--- config.mk ---
export PLATFORM = sky130hd
export DESIGN_NAME = spi_slave_sync
export DESIGN_NICKNAME = d
export VERILOG_FILES = /design/src/rtl/spi_slave_sync.sv
export SDC_FILE = /design/constraint.sdc
export NUM_CORES = 1
export LEC_CHECK = 0
export CAP_MARGIN = 20
export CORE_ASPECT_RATIO = 1.2
export CORE_MARGIN = 1.5
export CORE_UTILIZATION = 35
export DETAILED_ROUTE_END_ITERATION = 7
export GPL_ROUTABILITY_DRIVEN = 0
export GPL_TIMING_DRIVEN = 0
export PLACE_DENSITY_LB_ADDON = 0.25
export REMOVE_ABC_BUFFERS = 1
export SLEW_MARGIN = 20
export SYNTH_ARGS = -nofsm -noshare
export SYNTH_HDL_FRONTEND = slang
export SYNTH_SLANG_ARGS = --single-unit
export TNS_END_PERCENT = 20
--- constraint.sdc ---
create_clock -name clk -period 5.5 [get_ports clk]
set_clock_uncertainty 0.1 [all_clocks]
set_input_delay 0.825 -clock clk [delete_from_list [all_inputs] [get_ports clk]]
set_output_delay 0.825 -clock clk [all_outputs]
set_load 0.05 [all_outputs]
--- src/rtl/spi_slave_sync.sv ---
// SPI slave oversampled on the system clock; all four CPOL/CPHA modes.
// Define SPI_SLAVE_SYNC_MISO_HIZ_EN to float miso while idle.
module spi_slave_sync #(
   parameter int DATA_WIDTH = 8
) (
   input  logic                  clk,
   input  logic                  rst,
   input  logic                  sclk,
   input  logic                  ss,
   input  logic                  mosi,
   output logic                  miso,
   input  logic                  cpol,
   input  logic                  cpha,
   input  logic [DATA_WIDTH-1:0] tx_data,
   output logic [DATA_WIDTH-1:0] rx_data,
   output logic                  rx_valid,
   output logic                  busy
);

   localparam int CW = (DATA_WIDTH > 1) ? $clog2(DATA_WIDTH) : 1;

   typedef enum logic {
      IDLE,
      ACTIVE
   } state_t;

   state_t state;
   state_t state_nx;

   logic [2:0] sclk_sr;
   logic [2:0] ss_sr;
   logic [1:0] mosi_sr;

   logic sync_ok;
   logic ss_armed;
   logic cpol_q;
   logic cpha_q;
   logic miso_q;
   logic skip_shift;
   logic drv_first;

   logic [CW-1:0]         bit_cnt;
   logic [DATA_WIDTH-1:0] tx_shift;
   logic [DATA_WIDTH-1:0] rx_shift;
   logic [DATA_WIDTH-1:0] rx_next;

   logic sclk_rise;
   logic sclk_fall;
   logic lead;
   logic trail;
   logic ss_fall;
   logic ss_rise;
   logic start;
   logic do_sample;
   logic do_drive;
   logic last;

   always_ff @(posedge clk) begin
      if (rst) begin
         sclk_sr <= 3'b000;
         ss_sr   <= 3'b111;
         mosi_sr <= 2'b00;
      end else begin
         sclk_sr <= {sclk_sr[1:0], sclk};
         ss_sr   <= {ss_sr[1:0], ss};
         mosi_sr <= {mosi_sr[0], mosi};
      end
   end

   // A frame may only start after ss has been seen high since reset,
   // so ss held low across reset cannot fake a falling edge.
   always_ff @(posedge clk) begin
      if (rst) begin
         sync_ok  <= 1'b0;
         ss_armed <= 1'b0;
      end else begin
         sync_ok <= 1'b1;
         if (sync_ok && ss_sr[0])
            ss_armed <= 1'b1;
      end
   end

   assign sclk_rise = sclk_sr[1] & ~sclk_sr[2];
   assign sclk_fall = ~sclk_sr[1] & sclk_sr[2];
   assign lead      = cpol_q ? sclk_fall : sclk_rise;
   assign trail     = cpol_q ? sclk_rise : sclk_fall;
   assign ss_fall   = ss_armed & ~ss_sr[1] & ss_sr[2];
   assign ss_rise   = ss_sr[1] & ~ss_sr[2];

   assign start     = (state == IDLE) & ss_fall;
   assign do_sample = (state == ACTIVE) & ~ss_rise
                    & (cpha_q ? trail : lead);
   assign do_drive  = (state == ACTIVE) & ~ss_rise
                    & (cpha_q ? lead : trail);
   assign last      = (bit_cnt == CW'(DATA_WIDTH - 1));
   assign rx_next   = {rx_shift[DATA_WIDTH-2:0], mosi_sr[1]};

   always_ff @(posedge clk) begin
      if (rst)
         state <= IDLE;
      else
         state <= state_nx;
   end

   always_comb begin
      state_nx = state;
      unique case (state)
         IDLE:   if (ss_fall) state_nx = ACTIVE;
         ACTIVE: if (ss_rise) state_nx = IDLE;
         default: state_nx = IDLE;
      endcase
   end

   always_ff @(posedge clk) begin
      if (rst) begin
         cpol_q     <= 1'b0;
         cpha_q     <= 1'b0;
         tx_shift   <= '0;
         rx_shift   <= '0;
         rx_data    <= '0;
         rx_valid   <= 1'b0;
         bit_cnt    <= '0;
         miso_q     <= 1'b0;
         skip_shift <= 1'b0;
         drv_first  <= 1'b0;
      end else begin
         rx_valid <= 1'b0;
         if (start) begin
            cpol_q     <= cpol;
            cpha_q     <= cpha;
            tx_shift   <= tx_data;
            rx_shift   <= '0;
            bit_cnt    <= '0;
            miso_q     <= tx_data[DATA_WIDTH-1];
            skip_shift <= 1'b0;
            drv_first  <= 1'b1;
         end else if (do_sample) begin
            if (last) begin
               rx_data  <= rx_next;
               rx_valid <= 1'b1;
               rx_shift <= '0;
               bit_cnt  <= '0;
               tx_shift <= tx_data;
               if (cpha_q) begin
                  drv_first <= 1'b1;
               end else begin
                  miso_q     <= tx_data[DATA_WIDTH-1];
                  skip_shift <= 1'b1;
               end
            end else begin
               rx_shift <= rx_next;
               bit_cnt  <= bit_cnt + 1'b1;
            end
         end else if (do_drive) begin
            if (cpha_q && drv_first) begin
               drv_first <= 1'b0;
               miso_q    <= tx_shift[DATA_WIDTH-1];
            end else if (!cpha_q && skip_shift) begin
               skip_shift <= 1'b0;
            end else begin
               tx_shift <= {tx_shift[DATA_WIDTH-2:0], 1'b0};
               miso_q   <= tx_shift[DATA_WIDTH-2];
            end
         end
      end
   end

   assign busy = (state == ACTIVE);

`ifdef SPI_SLAVE_SYNC_MISO_HIZ_EN
   assign miso = busy ? miso_q : 1'bz;
`else
   assign miso = busy ? miso_q : 1'b0;
`endif

endmodule

# Yosys cells after proc, flatten, opt, wreduce, memory -nomap -nowiden
# Cells that the tools add are included.
[totals]
ramBits = 0
rom_bits = 0
elab_cells = 96
regBits = 43
mem_count = 0
latchBits = 0
out_inout_bits = 11
[classes]
n_shift = 0
muxes = 37
n_mul = 0
div = 0
n_reduce_logical = 15
n_lt_le_gt_ge = 0
n_eq_ne = 10
n_bitwise = 17
add_sub_neg = 1
[op_table]
columns = ["operator", "count"]
rows = [
  ["$mux W8", 6],
  ["$mux W1", 28],
  ["$ne A3 B3 Y1 const B", 4],
  ["$reduce_and A4 Y1", 3],
  ["$and A1 B1 Y1", 9],
  ["$not A1 Y1", 8],
  ["$mux W7", 1],
  ["$reduce_bool A3 Y1", 2],
  ["$reduce_and A5 Y1", 1],
  ["$ne A2 B2 Y1 const B", 2],
  ["$ne A4 B4 Y1 const B", 1],
  ["$reduce_bool A2 Y1", 2],
  ["$add A3 B1 Y3 const B", 1],
  ["$eq A3 B3 Y1 const B", 1],
  ["$logic_and A1 B1 Y1", 3],
  ["$mux W3", 1],
  ["$ne A3 B2 Y1 const B", 1],
  ["$reduce_and A3 Y1", 1],
  ["$reduce_or A3 Y1", 1],
  ["$ne A2 B1 Y1 const B", 1],
  ["$pmux W1 S2", 1],
  ["$reduce_or A2 Y1", 1],
  ["$logic_not A1 Y1", 1],
]

# Logic depth before layout (Yosys ltp)
[logic_depth]
ltp_word = 8
depth_mapped = 8

# Least setup slack after synthesis
# OpenSTA, ideal clock, no wires.
[synth_path]
kind = "reg-to-output"
startpoint = "register state (netlist: busy)"
endpoint = "output miso"
path_buffers = 0
path_stages_with_launch = 2
required_ns = 4.575
path_slack_ns = 3.379
arrival_time_ns = 1.196
path_cell_list = "dfxtp_1 > and2_1"
[synth_via]
elab_chain_cells = 1
[synth_rtl]
columns = ["element", "line_no", "source"]
rows = [
  ["start, declared", "27", "state_t state;"],
  ["start signal, assigned", "102", "state <= state_nx;"],
  ["$mux W1", "173", "assign miso = busy ? miso_q : 1'b0;"],
  ["end, declared", "11", "output logic miso,"],
]
# Every way passes these cells.

# Worst setup path in the final report
[layout_path]
startpoint = "input rst"
endpoint = "register rx_valid"
[layout_via]
elab_chain_cells = 1
[layout_rtl]
columns = ["element", "line_no", "source"]
rows = [
  ["start, declared", "7", "input logic rst,"],
  ["$reduce_or A3 Y1 (no line)", "--", ""],
  ["end signal, assigned", "121", "rx_valid <= 1'b0;"],
  ["end signal, assigned", "127", "rx_valid <= 1'b0;"],
  ["end signal, assigned", "140", "rx_valid <= 1'b1;"],
  ["end, declared", "16", "output logic rx_valid,"],
]
# Every way passes these cells.
# A chain may end at the register's enable or synchronous reset.

==> run_results.csv <==
group,metric,value,unit
pwr,p_int,0.000450,W
clock_network,cts_resized,0,
worst_setup_path,crit_fanout,23,
sta,max_slew.worst_pin.slew,0.844,ns
logic_synthesis,synth-simple-area-share,0.229,
floorplanning,core_area,0.00526,mm2
cells_and_area,fill_cells,504,
logic_synthesis,synth-xor-area-share,0.0132,
cells_and_area,area_growth_syn_to_layout,21.1,%
pwr,power_leakage,0.730,nW
sta,fin_crit,2.70,ns
pwr,peakVddDrop,0.156,mV
worst_setup_path,path_class,"in -> reg",
placement,portBuffers,25,
sta,setup_tns,0,ns
placement,post-place-ws,2.42,ns
clock_network,cts-buffers-inserted,5,
outcome,outcome,"completed",
logic_synthesis,synthMuxAreaShare,0.0792,
cells_and_area,n_antenna_cell,0,
logic_synthesis,syn_inst,206,
global_route,grt_overflow,0,
logic_synthesis,synth-adder-area-share,0.0132,
floorplanning,dieArea,0.00587,mm2
clock_network,root_buffer,"clkbuf_8",
clock_network,cts.sinks,43,
logic_synthesis,yosysWarnings,0,
sta,period_share,0.491,
logic_synthesis,synth_area_leaders,"dfxtp_1 45%, a21oi_1 7.7%, nand2_1 6.1%",
logic_synthesis,ys.flop_type,"dfxtp_1",
logic_synthesis,syn-cell-area,0.00190,mm2
run,drv_cap,0,
logic_synthesis,synth-compound-area-share,0.182,
clock_network,cts_tree,"done",
cells_and_area,nets,244,
worst_setup_path,required,5.57,ns
logic_synthesis,ys_ff_latch,43,
floorplanning,io_pins,26,
sta,relSlewSlack,0.435,
cells_and_area,seq_area,861,um2
cells_and_area,drive_above_1_share,0.0921,
worst_setup_path,endpoint,"rx_valid",
global_route,grt_pass1_vias,1493,
worst_setup_path,crit_path_start,"rst",
routing,drc,0,
routing,first_iter_violations,120,
clock_network,path_clk_slew,0.07,ns
pwr,pwr-share-clk,0.377,
pwr,pwr-share-comb,0.063,
floorplanning,die_y,83.6,um
floorplanning,initial_core_util,0.360,
sta,worst_slack,2.80,ns
logic_synthesis,syn_avg_cell_area,9.20,um2
clock_network,clk_path_buf_depth,2,
clock_network,cts_max_level,2,
global_route,grt_max_degree,24,
cells_and_area,fin_util,0.436,
routing,dr.pass1.iters,4,
pwr,p_sw,0.000123,W
hold_path,hold_path.class,"reg -> reg",
logic_synthesis,synth_most_common_cell,"dfxtp_1",
logic_synthesis,synth_top_area_cell,"dfxtp_1",
worst_setup_path,reg2reg_depth,5,
routing,antenna_left,0,
global_route,track_usage,0.137,
sta,hold_viol_final,0,
worst_setup_path,r2r_start,"cpha_q",
sta,rsz0062_at_grt,"no",
global_route,grt_antenna_before_repair,0,
routing,routed_wl,3.72,mm
logic_synthesis,synth_common_cells,"43 x dfxtp_1, 31 x nand2_1, 29 x a21oi_1, 13 x nand3b_1, 11 x nand3_1",
logic_synthesis,async_flop_share,0,
logic_synthesis,ys_types,40,
worst_setup_path,crit_path_end_kind,"flip-flop",
sta,setup_viol,0,
cells_and_area,multi_input_area,995,um2
logic_synthesis,synth_edf_count,0,
worst_setup_path,crit_path_start_kind,"input port",
floorplanning,dieWidth,70.2,um
worst_setup_path,arrival,2.77,ns
pwr,powerDensity,250,mW/mm2
sta,drv_slew,0,
placement,hpwl,2.54,mm
logic_synthesis,synth_top_area_frac,0.454,
routing,vias,1514,
routing,viasPerCell,5.22,
logic_synthesis,synth_top_family_by_area,"simple AND/OR/NAND/NOR gates",
pwr,seqPwrFrac,0.560,
worst_setup_path,r2r_end,"tx_shift[0]",
floorplanning,rows,29,
routing,drt-wirelength-per-cell,12.8,um
clock_network,ctsHoldBuffers,0,
clock_network,clkLatencyLatePin,0.29,ns
sta,clock.fmax,370,MHz
global_route,grt_pass1_wl,6.62,mm
clock_network,post-cts-setup-buffers,0,
logic_synthesis,yosysSeqAreaShare,0.454,
worst_setup_path,r2r_slack,3.36,ns
pwr,p_sw_frac,0.215,
power groups by stage:
stage	logic (W)	clock network [W]	registers, W
after global placement	0.0000363	0	0.000328
after global routing	0.0000404	0.000240	0.000322
after detailed placement	0.0000367	0	0.000329
after CTS	0.0000369	0.000226	0.000321
final	0.0000363	0.000216	0.000321
after floorplan	0.0000188	0	0.000328
cell families after synthesis:
kind of cell	after synthesis
AND/OR/NAND/NOR	81
buffers and inverters	14
flip-flops	43
multiplexers	13
AO/OA/AOI/OAI	51
adder cells (fa/ha/maj)	2
XOR/XNOR	2
stage by stage:
step	instances	area (um2)	power, W	hold slack (ns)
2_1_floorplan	195	1850	0.000347	0.314
3_3_place_gp	282	2180	0.000364	0.318
3_5_place_dp	282	2190	0.000365	0.328
4_1_cts	290	2290	0.000584	0.346
5_1_grt	290	2290	0.000602	0.364
6_report	290	2290	0.000573	0.345
state kept, by name, summed over array words and instances, names as in the netlist:
name and cells:
sync_ok 1, drv_first 1, busy 1, skip_shift 1, miso_q 1, ss_armed 1
rx_shift 7, cpha_q 1, rx_valid 1, rx_data 8, cpol_q 1, sclk_sr 3
bit_cnt 3, tx_shift 8, mosi_sr 2, ss_sr 3
routing by layer:
layer	track usage	vias up	routed length, um
met5	0	-	0
met1	0.173	715	1840
met4	0.0367	0	38
met3	0.0374	5	118
met2	0.229	23	1730
li1	-	771	-
worst min path at each step:
stage               cells past startpoint  slack [ns]  startpoint          to
floorplan                               1        0.31  mosi_sr[0]  mosi_sr[1]
global placement                        1        0.32  sclk_sr[0]  sclk_sr[1]
detailed placement                      1        0.33  mosi_sr[0]  mosi_sr[1]
CTS                                     1        0.35  mosi_sr[0]  mosi_sr[1]
global route                            1        0.36    ss_sr[0]    ss_sr[1]
finish                                  1        0.34  mosi_sr[0]  mosi_sr[1]
area by class of cell:
| cell class | instances | share of cell area |
|---|---|---|
| clock buffers | 8 | 0.0436 |
| inverters | 3 | 0.00491 |
| multi-input cells | 149 | 0.433 |
| flip-flops and latches | 43 | 0.375 |
| well taps | 62 | 0.0338 |
| repair buffers | 25 | 0.109 |
cell usage in the layout (no fill, tap or decap), drive strengths merged, types with 6 or more instances in the layout:
master         synthesis  layout
a21oi                 29      29
clkbuf                 9       8
clkdlybuf4s50          0      25
dfxtp                 43      43
mux2i                 10      10
nand2                 31      31
nand3                 11      11
nand3b                13      13
nor2                   6       6
o311ai                 6       6
critical path, cell delays in order:
cell and delay [ns]:
clkdlybuf4s50_1 1.02, inv_1 0.39, nand2_1 0.43, nor2_1 0.09
(Power assumes the default switching activity.)
